$ cat config.mk
export PLATFORM = sky130hd
export DESIGN_NAME = rvbus_arbiter
export DESIGN_NICKNAME = d
export VERILOG_FILES = /design/src/rtl/rvbus_pkg.sv /design/src/rtl/rvbus_rr_picker.sv /design/src/rtl/rvbus_arbiter.sv
export SDC_FILE = /design/constraint.sdc
export NUM_CORES = 1
export LEC_CHECK = 0
export ABC_AREA = 1
export CORE_AREA = 2 2 109 111
export DETAILED_ROUTE_END_ITERATION = 16
export DIE_AREA = 0 0 111 113
export DONT_BUFFER_PORTS = 1
export GPL_TIMING_DRIVEN = 1
export PLACE_DENSITY = 0.39
export SYNTH_ARGS = -nofsm -noshare
export SYNTH_HDL_FRONTEND = slang
export SYNTH_SLANG_ARGS = --single-unit
$ cat constraint.sdc
create_clock -name clk -period 1.4 [get_ports clk]
set_clock_uncertainty 0.1 [all_clocks]
set_input_delay 0.28 -clock clk [delete_from_list [all_inputs] [get_ports clk]]
set_output_delay 0.28 -clock clk [all_outputs]
set_load 0.02 [all_outputs]
$ cat src/rtl/rvbus_pkg.sv
// Shared types for the RV32 core-bus arbiter family: request bundle, pipeline
// entry carrying a read tag, and master-count limits.
package rvbus_pkg;

  localparam int RVBUS_MAX_MASTERS = 8;
  localparam int RVBUS_IDX_W       = $clog2(RVBUS_MAX_MASTERS);
  localparam int RVBUS_ADDR_W      = 32;
  localparam int RVBUS_DATA_W      = 32;
  localparam int RVBUS_BE_W        = RVBUS_DATA_W / 8;

  typedef struct packed {
    logic                    we;
    logic [RVBUS_ADDR_W-1:0] addr;
    logic [RVBUS_DATA_W-1:0] wdata;
    logic [RVBUS_BE_W-1:0]   be;
  } rvbus_req_t;

  typedef struct packed {
    logic                   valid;
    logic [RVBUS_IDX_W-1:0] idx;
  } rvbus_pipe_t;

endpackage

$ cat src/rtl/rvbus_rr_picker.sv
// Combinational round-robin picker: searches last+1, last+2, ... with wrap and
// returns a one-hot grant plus the winning index.
module rvbus_rr_picker
  import rvbus_pkg::*;
#(
  parameter int N = 2
) (
  input  logic [N-1:0]             req_i,
  input  logic [RVBUS_IDX_W-1:0]   last_i,
  output logic [N-1:0]             gnt_o,
  output logic [RVBUS_IDX_W-1:0]   idx_o,
  output logic                     any_o
);

  // Two passes give the wrapped order: indices above last first, then 0..last.
  always_comb begin
    gnt_o = '0;
    idx_o = '0;
    any_o = 1'b0;
    for (int i = 0; i < N; i++) begin
      if (!any_o && req_i[i] && (RVBUS_IDX_W'(i) > last_i)) begin
        any_o    = 1'b1;
        gnt_o[i] = 1'b1;
        idx_o    = RVBUS_IDX_W'(i);
      end
    end
    for (int i = 0; i < N; i++) begin
      if (!any_o && req_i[i] && (RVBUS_IDX_W'(i) <= last_i)) begin
        any_o    = 1'b1;
        gnt_o[i] = 1'b1;
        idx_o    = RVBUS_IDX_W'(i);
      end
    end
  end

endmodule

$ cat src/rtl/rvbus_arbiter.sv
// N-master round-robin arbiter onto one fixed-latency memory port with tagged
// read return. Optional grant locking is enabled by defining RVBUS_ARB_LOCK_EN.
module rvbus_arbiter
  import rvbus_pkg::*;
#(
  parameter int NUM_MASTERS = 2,
  parameter int ADDR_W      = 32,
  parameter int DATA_W      = 32,
  parameter int MEM_LATENCY = 1
) (
  input  logic                                  clk,
  input  logic                                  rst,
  input  logic [NUM_MASTERS-1:0]                m_req,
  input  logic [NUM_MASTERS-1:0]                m_we,
  input  logic [NUM_MASTERS-1:0][ADDR_W-1:0]    m_addr,
  input  logic [NUM_MASTERS-1:0][DATA_W-1:0]    m_wdata,
  input  logic [NUM_MASTERS-1:0][DATA_W/8-1:0]  m_be,
`ifdef RVBUS_ARB_LOCK_EN
  input  logic [NUM_MASTERS-1:0]                m_lock,
`endif
  output logic [NUM_MASTERS-1:0]                m_gnt,
  output logic [NUM_MASTERS-1:0]                m_rvalid,
  output logic [DATA_W-1:0]                     m_rdata,
  output logic                                  mem_en,
  output logic [DATA_W/8-1:0]                   mem_wea,
  output logic [ADDR_W-1:0]                     mem_addr,
  output logic [DATA_W-1:0]                     mem_din,
  input  logic [DATA_W-1:0]                     mem_dout
);

  logic [RVBUS_IDX_W-1:0] last_q, last_d;
  logic [NUM_MASTERS-1:0] rr_gnt, gnt;
  logic [RVBUS_IDX_W-1:0] rr_idx, gidx;
  logic                   rr_any, any_gnt, sel_we;
  rvbus_pipe_t            entry_d;
  rvbus_pipe_t            pipe_q [MEM_LATENCY];
  rvbus_pipe_t            pipe_out;

  rvbus_rr_picker #(.N(NUM_MASTERS)) u_picker (
    .req_i  (m_req),
    .last_i (last_q),
    .gnt_o  (rr_gnt),
    .idx_o  (rr_idx),
    .any_o  (rr_any)
  );

  // Grant resolution; a locked holder overrides round-robin, reset masks all.
  always_comb begin
    gnt     = rr_gnt;
    gidx    = rr_idx;
    any_gnt = rr_any;
`ifdef RVBUS_ARB_LOCK_EN
    for (int i = 0; i < NUM_MASTERS; i++) begin
      if ((RVBUS_IDX_W'(i) == last_q) && m_lock[i] && m_req[i]) begin
        gnt     = '0;
        gnt[i]  = 1'b1;
        gidx    = last_q;
        any_gnt = 1'b1;
      end
    end
`endif
    if (rst) begin
      gnt     = '0;
      gidx    = last_q;
      any_gnt = 1'b0;
    end
  end

  always_comb begin
    mem_addr = '0;
    mem_din  = '0;
    mem_wea  = '0;
    sel_we   = 1'b0;
    for (int i = 0; i < NUM_MASTERS; i++) begin
      if (gnt[i]) begin
        mem_addr = m_addr[i];
        mem_din  = m_wdata[i];
        mem_wea  = m_we[i] ? m_be[i] : '0;
        sel_we   = m_we[i];
      end
    end
  end

  assign m_gnt         = gnt;
  assign mem_en        = any_gnt;
  assign last_d        = any_gnt ? gidx : last_q;
  assign entry_d.valid = any_gnt && !sel_we;
  assign entry_d.idx   = gidx;

  // Stage boundary: read tags shift one slot per cycle toward the return port.
  always_ff @(posedge clk or posedge rst) begin
    if (rst) begin
      last_q <= RVBUS_IDX_W'(NUM_MASTERS - 1);
      for (int i = 0; i < MEM_LATENCY; i++) pipe_q[i] <= '0;
    end else begin
      last_q    <= last_d;
      pipe_q[0] <= entry_d;
      for (int i = 1; i < MEM_LATENCY; i++) pipe_q[i] <= pipe_q[i-1];
    end
  end

  assign pipe_out = pipe_q[MEM_LATENCY-1];

  always_comb begin
    m_rvalid = '0;
    for (int i = 0; i < NUM_MASTERS; i++) begin
      if (pipe_out.valid && (pipe_out.idx == RVBUS_IDX_W'(i))) m_rvalid[i] = 1'b1;
    end
  end

  assign m_rdata = pipe_out.valid ? mem_dout : '0;

endmodule

-- After elaboration in Yosys (flattened, before gate mapping)
Cells that the tools add are included.
- register bits after elaboration: 7
- magnitude comparators: 4
- eq/ne operators: 1
- multiplexer cells: 26
- reduce and logical (&&, ||, !) cells: 15
- operators with widths (operator ; count):
    $mux 32 ; 5
    $mux 4 ; 4
    $mux 1 ; 15
    $logic_and 1x1->1 ; 10
    $gt 1x3->1 const A ; 2
    $le 1x3->1 const A ; 2
    $logic_not 1->1 ; 4
    $eq 3x1->1 const B ; 1
    $logic_not 3->1 ; 1
    $mux 3 ; 1
    $mux 2 ; 1

-- Depth between registers and ports, before layout
Gate-level depths: netlist of the first run.
- word-level depth: 20
- mapped depth: 9

-- Cells and area by module
Synthesis of the first run repeated with hierarchy kept, for this count alone.
- cells, all modules: 348
- area total of the unflattened synthesis: 1645.3 um2
- by module, submodules not included (module ; times used ; cells each ; area an instance (um2) ; seq. area each (um2)):
    rvbus_arbiter ; 1 ; 335 ; 1575.3 ; 176.4
    rvbus_rr_picker ; 1 ; 13 ; 70.1 ; 0.0

-- Worst setup path after synthesis of the first run
No wires, ideal clock.
- path kind: register to output
- from: register last_q[0]
- to: output mem_addr[0]
- arrival time: 1.247 ns
- data required time: 1.020 ns
- setup slack: -0.227 ns
- cell stages (with the launch flop): 9
- path buffers: 2
- cells stage by stage: dfstp_2 -> nor2_2 -> nand3_2 -> nand2_2 -> inv_2 -> buf_6 -> buf_2 -> nand2_1 -> nand2_1
- cells in the longest elaborated chain, start to end: 17
- elaborated cells between the ends (all ways): 23
- classes of those cells: order compare: 4; mux: 9; reduce/logical: 10
- ends and longest elaborated chain (what ; line ; RTL):
    start: declaration ; rvbus_arbiter.sv:31 ; logic [RVBUS_IDX_W-1:0] last_q, last_d;
    start signal: assignment ; rvbus_arbiter.sv:93 ; last_q <= RVBUS_IDX_W'(NUM_MASTERS - 1);
    start signal: assignment ; rvbus_arbiter.sv:96 ; last_q <= last_d;
    $gt 1x3->1 ; rvbus_rr_picker.sv:21 ; if (!any_o && req_i[i] && (RVBUS_IDX_W'(i) > last_i)) begin
    $logic_and 1x1->1 ; rvbus_rr_picker.sv:21 ;
    $mux 1 ; rvbus_rr_picker.sv:21 ;
    $logic_not 1->1 ; rvbus_rr_picker.sv:21 ;
    $logic_and 1x1->1 (2 in a row) ; rvbus_rr_picker.sv:21 ;
    $mux 1 ; rvbus_rr_picker.sv:21 ;
    $logic_not 1->1 ; rvbus_rr_picker.sv:28 ; if (!any_o && req_i[i] && (RVBUS_IDX_W'(i) <= last_i)) begin
    $logic_and 1x1->1 (2 in a row) ; rvbus_rr_picker.sv:28 ;
    $mux 1 ; rvbus_rr_picker.sv:28 ;
    $logic_not 1->1 ; rvbus_rr_picker.sv:28 ;
    $logic_and 1x1->1 (2 in a row) ; rvbus_rr_picker.sv:28 ;
    $mux 1 ; rvbus_rr_picker.sv:28 ;
    $mux 2 (*) ; rvbus_arbiter.sv:62 ; if (rst) begin
    $mux 32 (*) ; rvbus_arbiter.sv:75 ; if (gnt[i]) begin
    end: declaration ; rvbus_arbiter.sv:26 ; output logic [ADDR_W-1:0] mem_addr,
Every way passes the cells marked *; elsewhere a longest branch is shown, timed or not.

-- Worst setup path in the final report of the first run
- from: register last_q[0]
- to: output mem_addr[11]
Same word-level chain as after synthesis.

==> results of run 1 <==
==> worst paths after layout <==
kind,startpoint,endpoint,slack (ns),depth (start not counted)
max reg2reg,last_q[0],pipe_out[0],0.07,7
max in group asynchronous,rst,last_q[0],0.62,3
min reg2reg,last_q[1],pipe_out[1],0.35,2
min in group asynchronous,rst,pipe_out[0],0.38,3
max,last_q[0],mem_addr[11],-0.50,8
min,rst,pipe_out[2],0.06,2
==> worst max-delay path: cells and delay by family (launching register included) <==
family | cells | cell delay, ns
flops | 1 | 0.54
simple gates | 5 | 0.39
buf+inv | 3 | 0.34
==> flip-flops by register name, indices dropped and copies added, names as in the netlist <==
name	count
last_q	3
pipe_out	4
==> power breakdown <==
part	internal [mW]	total, mW	switching [mW]
Sequential	0.217	0.231	0.0137
Combinational	0.426	1.19	0.763
Clock	0.378	0.479	0.101
Total	1.02	1.90	0.877
==> cell usage in the layout (no fill, tap or decap), types with 2 or more instances in the layout <==
| cell | n |
|---|---|
| sky130_fd_sc_hd__nand2_4 | 86 |
| sky130_fd_sc_hd__nand2_1 | 85 |
| sky130_fd_sc_hd__nand2_2 | 63 |
| sky130_fd_sc_hd__inv_4 | 31 |
| sky130_fd_sc_hd__buf_4 | 11 |
| sky130_fd_sc_hd__inv_1 | 10 |
| sky130_fd_sc_hd__buf_6 | 9 |
| sky130_fd_sc_hd__buf_12 | 8 |
| sky130_fd_sc_hd__nor2_1 | 7 |
| sky130_fd_sc_hd__clkbuf_16 | 7 |
| sky130_fd_sc_hd__buf_16 | 6 |
| sky130_fd_sc_hd__dfrtp_1 | 5 |
| sky130_fd_sc_hd__nand4_1 | 4 |
| sky130_fd_sc_hd__nor2_4 | 2 |
| sky130_fd_sc_hd__o21ai_4 | 2 |
| sky130_fd_sc_hd__o21ai_2 | 2 |
| sky130_fd_sc_hd__nand2_8 | 2 |
==> per-layer routing <==
| metal | vias up | wire length [um] |
|---|---|---|
| li1 | 1001 | - |
| met2 | 149 | 4550 |
| met4 | 0 | 84 |
| met3 | 8 | 833 |
| met5 | - | 0 |
| met1 | 968 | 2920 |
==> what timing repair did <==
item,in CTS,in global routing
pin swaps,20,15
endpoints found under the setup margin,90,105
hold buffers,1,0
endpoints found under the hold margin,6,0
gates resized for setup,79,146
buffers inserted,6,1
cloned,6,6
==> cell type report <==
cell class,instances,area share (%)
multi-input cells,259,58.7
repair buffers,39,19.3
inverters,44,8.35
well taps,143,5.58
flip-flops and latches,7,5.54
clock buffers,4,2.46
diodes,1,0.0780
==> metrics by stage <==
| step | setup WS [ns] | power, mW | hold slack (ns) |
|---|---|---|---|
| detailed placement | -0.262 | 1.04 | 0.0606 |
| CTS | -0.479 | 1.71 | 0.0547 |
| finish | -0.499 | 1.90 | 0.0562 |
| global route | -0.567 | 2.00 | 0.0641 |
| global placement | -0.249 | 1.03 | 0.0553 |
| floorplan | -0.192 | 0.933 | -0.0112 |
==> cells by family after synthesis <==
family	Yosys count	synth area share, %
AO/OA/AOI/OAI	7	2.23
flip-flops	7	11.2
AND/OR/NAND/NOR	252	66.1
buffers and inverters	62	20.4
==> results.yml, run 1 <==
outcome:
  status: "finished with violations"
  violations: "setup timing"
synthesis:
  postSynth.topFlopCell: "sky130_fd_sc_hd__dfrtp_1"
  yosys_warnings: 0
  ys_ff_latch: 7
  synth_top_area_share_pct: 50.9
  synthesis.area_per_instance_um2: 4.79
  synth.most_common_cell: "sky130_fd_sc_hd__nand2_1"
  synth_area_leader_cell: "sky130_fd_sc_hd__nand2_1"
  synthTopCellsByCount: "213 x sky130_fd_sc_hd__nand2_1, 42 x sky130_fd_sc_hd__inv_1, 22 x sky130_fd_sc_hd__nand2_2, 7 x sky130_fd_sc_hd__buf_2, 7 x sky130_fd_sc_hd__nor2_1"
  synth_cells: 328
  syn_area_mm2: 0.00157
  synth.yosys.seq_area_share_pct: 11.2
  asyncSetResetFlopFracSynth_pct: 100
  number_of_synthesized_flops_with_an_enable_pin: 0
  synthDistinctLibCells: 19
  yosys-top-cells-area: "sky130_fd_sc_hd__nand2_1 51%, sky130_fd_sc_hd__inv_1 10%, sky130_fd_sc_hd__dfrtp_1 9.6%"
  mappedNetlistNets: 502
final_layout:
  number_of_nets_in_the_layout: 528
  drive_above_1_share_pct: 66.9
  finish.utilization_pct: 28.4
  regArea_um2: 178
  filler_instances: 1203
  postLayoutCellArea_mm2: 0.00321
  multi_input_comb_area_mm2: 0.00188
  layout.cells.non_filler: 497
  area_delta_synth_final_pct: 104
critical_path:
  worst_path_maximum_fanout: 5
  worstSetupPathType: "flip-flop to primary output"
  slowest_library_cell_on_the_worst_path: "sky130_fd_sc_hd__dfstp_2"
  critPathRequiredTime_ns: 1.02
  cp_cell_sequence: "nor2_4 > nand3_2 > nand2_4 > inv_8 > buf_12 > clkbuf_16 > nand2_1 > nand2_2"
  worstPathArrival_ns: 1.52
  critPathLaunchType: "flip-flop"
  critical-path-max-stage-delay_ns: 0.54
  timing.critical_path.to_type: "primary output"
route:
  vias_per_cell: 4.28
  drt_first_pass_iters: 5
  dr.first_iter.drc_count: 60
  route.vias.total: 2126
  routed_wire_length_per_instance_um: 16.9
  final_antenna_net_count: 0
  post_detailed_route_drc_marker_count: 0
  routed_wirelength_mm: 8.39
grt:
  grt_pass1_vias: 1937
  met2_usage_pct: 18.7
  grt_pass1_wl_mm: 10.4
  grt_start_max_net_pins: 33
  use_met1_pct: 12.4
  number_of_antenna_violations_at_the_first_check_in_global_routing: 1
  gr-max-usage-layer: "met2"
  globalRouteMet3Util_pct: 3.59
  gr-usage-all-layers_pct: 10.4
  grt_overflow_total: 0
sta:
  slew_headroom_pct: 85.5
  max_clock_freq_ghz: 0.527
  worst-slew-pin-transition_ns: 0.217
  finalHoldViolations: 0
  final_tns_setup_ns: -33.24
  final.setup.worst_slack_ns: -0.499
  final_min_period_over_clock_period_pct: 136
  final-max-slew-violation-count: 0
  grt_setup_unrepaired: "true"
  report.final.setup_viol: 104
  finalWorstPathRequiredPeriod_ns: 1.90
placement:
  dp.final_hpwl_mm: 5.45
  dp_cells: 474
  io_buffers: 0
  placed_area_mm2: 0.00210
  place.gp.congestion: 0.762
clock_tree:
  cts_max_path_buffers: 2
  cts_root_buffer: "sky130_fd_sc_hd__clkbuf_16"
  cts.htree.levels: 1
  cts_tree: "built"
  num_clock_sinks: 7
  clk_pin_slew_ns: 0.03
  cts_inserted_buffers: 3
  insertion_delay_ns: 0.23
floorplanning:
  boundaryPins: 279
  design.core.area_mm2: 0.0113
  die_height_um: 113
  die_width_um: 111
  design.die.area_mm2: 0.0125
  rows: 39
  start_util_pct: 13.9
hold_path:
  hold_path_class: "input pin to flip-flop"
power:
  power.ir.vdd_worst_v: 0.000611
  power.static_leakage_nw: 1.78
  pwr_density_cell_mw_per_mm2: 592
job:
  max_cap_viol_count: 0
No activity file was read; power rests on OpenSTA's default activity.
==> run 2, diff against run 1 <==
- ABC_AREA: 1 -> unset
- CORE_AREA: 2 2 109 111 -> 2 2 107 109
- DIE_AREA: 0 0 111 113 -> 0 0 109 111
- PLACE_DENSITY: 0.39 -> 0.35
- SLEW_MARGIN: unset -> 5
- clock period: 1.4 -> 2.05 ns (I/O delays scaled with it)
==> results.yml, run 2 <==
outcome:
  status: "finished with violations"
  violations: "setup timing"
synthesis:
  synthTopCellsByCount: "64 x sky130_fd_sc_hd__a22o_1, 36 x sky130_fd_sc_hd__and2_1, 8 x sky130_fd_sc_hd__buf_2, 6 x sky130_fd_sc_hd__dfrtp_1, 5 x sky130_fd_sc_hd__clkbuf_1"
  synth_area_leader_cell: "sky130_fd_sc_hd__a22o_1"
  yosys-top-cells-area: "sky130_fd_sc_hd__a22o_1 46%, sky130_fd_sc_hd__and2_1 18%, sky130_fd_sc_hd__dfrtp_1 12%"
  synth.most_common_cell: "sky130_fd_sc_hd__a22o_1"
  mappedNetlistNets: 317
  postSynth.topFlopCell: "sky130_fd_sc_hd__dfrtp_1"
  synth_top_area_share_pct: 46.0
  ys_ff_latch: 7
  yosys_warnings: 0
  syn_area_mm2: 0.00122
  synth.yosys.seq_area_share_pct: 14.5
  asyncSetResetFlopFracSynth_pct: 100
  number_of_synthesized_flops_with_an_enable_pin: 0
  synthDistinctLibCells: 20
  synth_cells: 143
  synthesis.area_per_instance_um2: 8.52
critical_path:
  critPathRequiredTime_ns: 1.54
  worst_path_maximum_fanout: 34
  critical_path.reg2reg.endpoint: "pipe_out[3]"
  reg2regPathDepth: 5
  timing.critical_path.to_type: "primary output"
  worstSetupPathType: "flip-flop to primary output"
  critPathLaunchType: "flip-flop"
  regToRegStartpoint: "last_q[2]"
  worstPathArrival_ns: 1.72
  setup.reg_to_reg.worst_slack_ns: 0.43
sta:
  final-max-slew-violation-count: 0
  slew_headroom_pct: 72.3
  final.setup.worst_slack_ns: -0.179
  grt_setup_unrepaired: "true"
  finalHoldViolations: 0
  worst-slew-pin-transition_ns: 0.413
  worst_hold_margin_ns: 0.183
  final_min_period_over_clock_period_pct: 109
  finalWorstPathRequiredPeriod_ns: 2.23
  report.final.setup_viol: 69
  max_clock_freq_ghz: 0.449
  final_tns_setup_ns: -7.03
placement:
  placed_area_mm2: 0.00158
  dp.final_hpwl_mm: 5.92
  place.gp.congestion: 0.802
  io_buffers: 0
  dp_cells: 300
route:
  dr.first_iter.drc_count: 52
  drt_first_pass_iters: 4
  vias_per_cell: 4.70
  final_antenna_net_count: 0
  routed_wire_length_per_instance_um: 22.9
  post_detailed_route_drc_marker_count: 0
  post_route_met1_wirelength_mm: 2.46
  dr_wl_met2_mm: 3.55
  route.vias.total: 1448
  routed_wirelength_mm: 7.05
  top_layer: "met4"
  met3_wirelength_um: 891
power:
  power.ir.vdd_worst_v: 0.000376
  power.static_leakage_nw: 0.869
  report.power.total_mw: 1.05
  clockPowerShare_pct: 31.3
  p_seq_share_pct: 14.5
  p_switching_mw: 0.416
  sw_frac_of_total_pct: 39.6
  pwr_density_cell_mw_per_mm2: 530
  cell_internal_pwr_mw: 0.635
  combPwrFrac_pct: 54.1
clock_tree:
  num_clock_sinks: 7
  clk_pin_slew_ns: 0.04
  insertion_delay_ns: 0.23
  cts_tree: "built"
  cts_root_buffer: "sky130_fd_sc_hd__clkbuf_16"
  cts.htree.levels: 1
  cts_max_path_buffers: 2
  cts_inserted_buffers: 3
final_layout:
  postLayoutCellArea_mm2: 0.00198
  diode_count: 0
  filler_instances: 1235
  drive_above_1_share_pct: 52.1
  largest_reg_flops: 4
  layout.cells.non_filler: 308
  multi_input_comb_area_mm2: 0.00113
  final_common_cell: "sky130_fd_sc_hd__and2_1"
  regArea_um2: 176
  number_of_nets_in_the_layout: 340
  most-common-layout-cells: "36 x sky130_fd_sc_hd__and2_1, 23 x sky130_fd_sc_hd__a22o_2, 23 x sky130_fd_sc_hd__a22o_1"
  area_delta_synth_final_pct: 62.7
grt:
  grt_start_max_net_pins: 39
  gr-usage-all-layers_pct: 9.94
  number_of_antenna_violations_at_the_first_check_in_global_routing: 0
  grt_pass1_wl_mm: 8.64
  grt_overflow_total: 0
  grt_pass1_vias: 1290
hold_path:
  hold_path.startpoint: "m_we[0]"
  timing.hold.worst_endpoint: "pipe_out[3]"
  hold_path_class: "input pin to flip-flop"
  hold_depth: 1
floorplanning:
  die_width_um: 109
  rows: 39
  design.die.area_mm2: 0.0121
  start_util_pct: 11.0
  boundaryPins: 279
  die_height_um: 111
  design.core.area_mm2: 0.0111
job:
  max_cap_viol_count: 0
-- run 2: changes by cell type after synthesis, sizes merged, moves of 5 or more --
cell / before / now
and2: 0 / 36
a22o: 0 / 64
inv: 44 / 2
nor2: 10 / 1
o21ai: 6 / 1
nand2: 236 / 0
-- run 2: per-layer routing --
metal	vias up	GRT usage, %
li1	612	-
met1	668	10.6
met2	160	17.3
met3	8	4.41
met4	0	3.08
met5	-	0
-- run 2: logic make-up (layout without fill, tap and decap cells) --
family                 after synthesis  in the layout  synth area share, %
buffers and inverters               19             41                 9.14
AOI/OAI and AO/OA                   74             74                 53.0
and+or+nand+nor                     43             43                 23.4
DFF                                  7              7                 14.5
-- run 2: worst max-delay path by stage --
stage              start           end  slack, ns  cells past startpoint
6_report       last_q[2]    mem_din[3]      -0.18                      5
5_1_grt        last_q[2]    mem_din[3]      -0.24                      5
4_1_cts        last_q[2]    mem_din[3]      -0.18                      5
3_5_place_dp   last_q[2]    mem_wea[2]       0.05                      5
3_3_place_gp   last_q[2]    mem_wea[1]        0.1                      5
2_1_floorplan  last_q[0]  mem_addr[10]       0.16                      4
-- run 2: stage by stage --
stage               utilization, %  setup WS, ns
floorplan                        -         0.162
global placement              14.3        0.0951
detailed placement            14.3        0.0513
CTS                           17.0        -0.179
global route                  17.9        -0.243
finish                        17.9        -0.179
-- run 2: worst max-delay path, cell delays in order, from the launching register on --
cell	delay (ns)
sky130_fd_sc_hd__dfrtp_1	0.40
sky130_fd_sc_hd__o31a_1	0.36
sky130_fd_sc_hd__nor2_4	0.16
sky130_fd_sc_hd__buf_12	0.22
sky130_fd_sc_hd__a22o_1	0.20
sky130_fd_sc_hd__buf_6	0.13
-- run 2: area by class of cell --
| type | instances | share of cell area (%) |
|---|---|---|
| multi-input cells | 117 | 57.2 |
| flip-flops and latches | 7 | 8.90 |
| repair buffers | 35 | 20.6 |
| inverters | 2 | 0.379 |
| clock buffers | 4 | 3.97 |
| well taps | 143 | 9.02 |
-- run 2: power groups by stage --
stage,sequential (mW),clock [mW],combinational (mW)
CTS,0.152,0.336,0.551
global route,0.154,0.342,0.601
floorplan,0.153,0,0.387
finish,0.153,0.329,0.569
global placement,0.154,0,0.492
detailed placement,0.154,0,0.495
-- run 2: timing repair --
item | 4_1_cts | 5_1_grt
hold buffers | 1 | 0
setup endpoints to repair | 68 | 70
setup buffers | 0 | 2
gates cloned | 0 | 1
gates resized for setup | 50 | 20
pin swaps | 1 | 1
endpoints found under the hold margin | 6 | 0
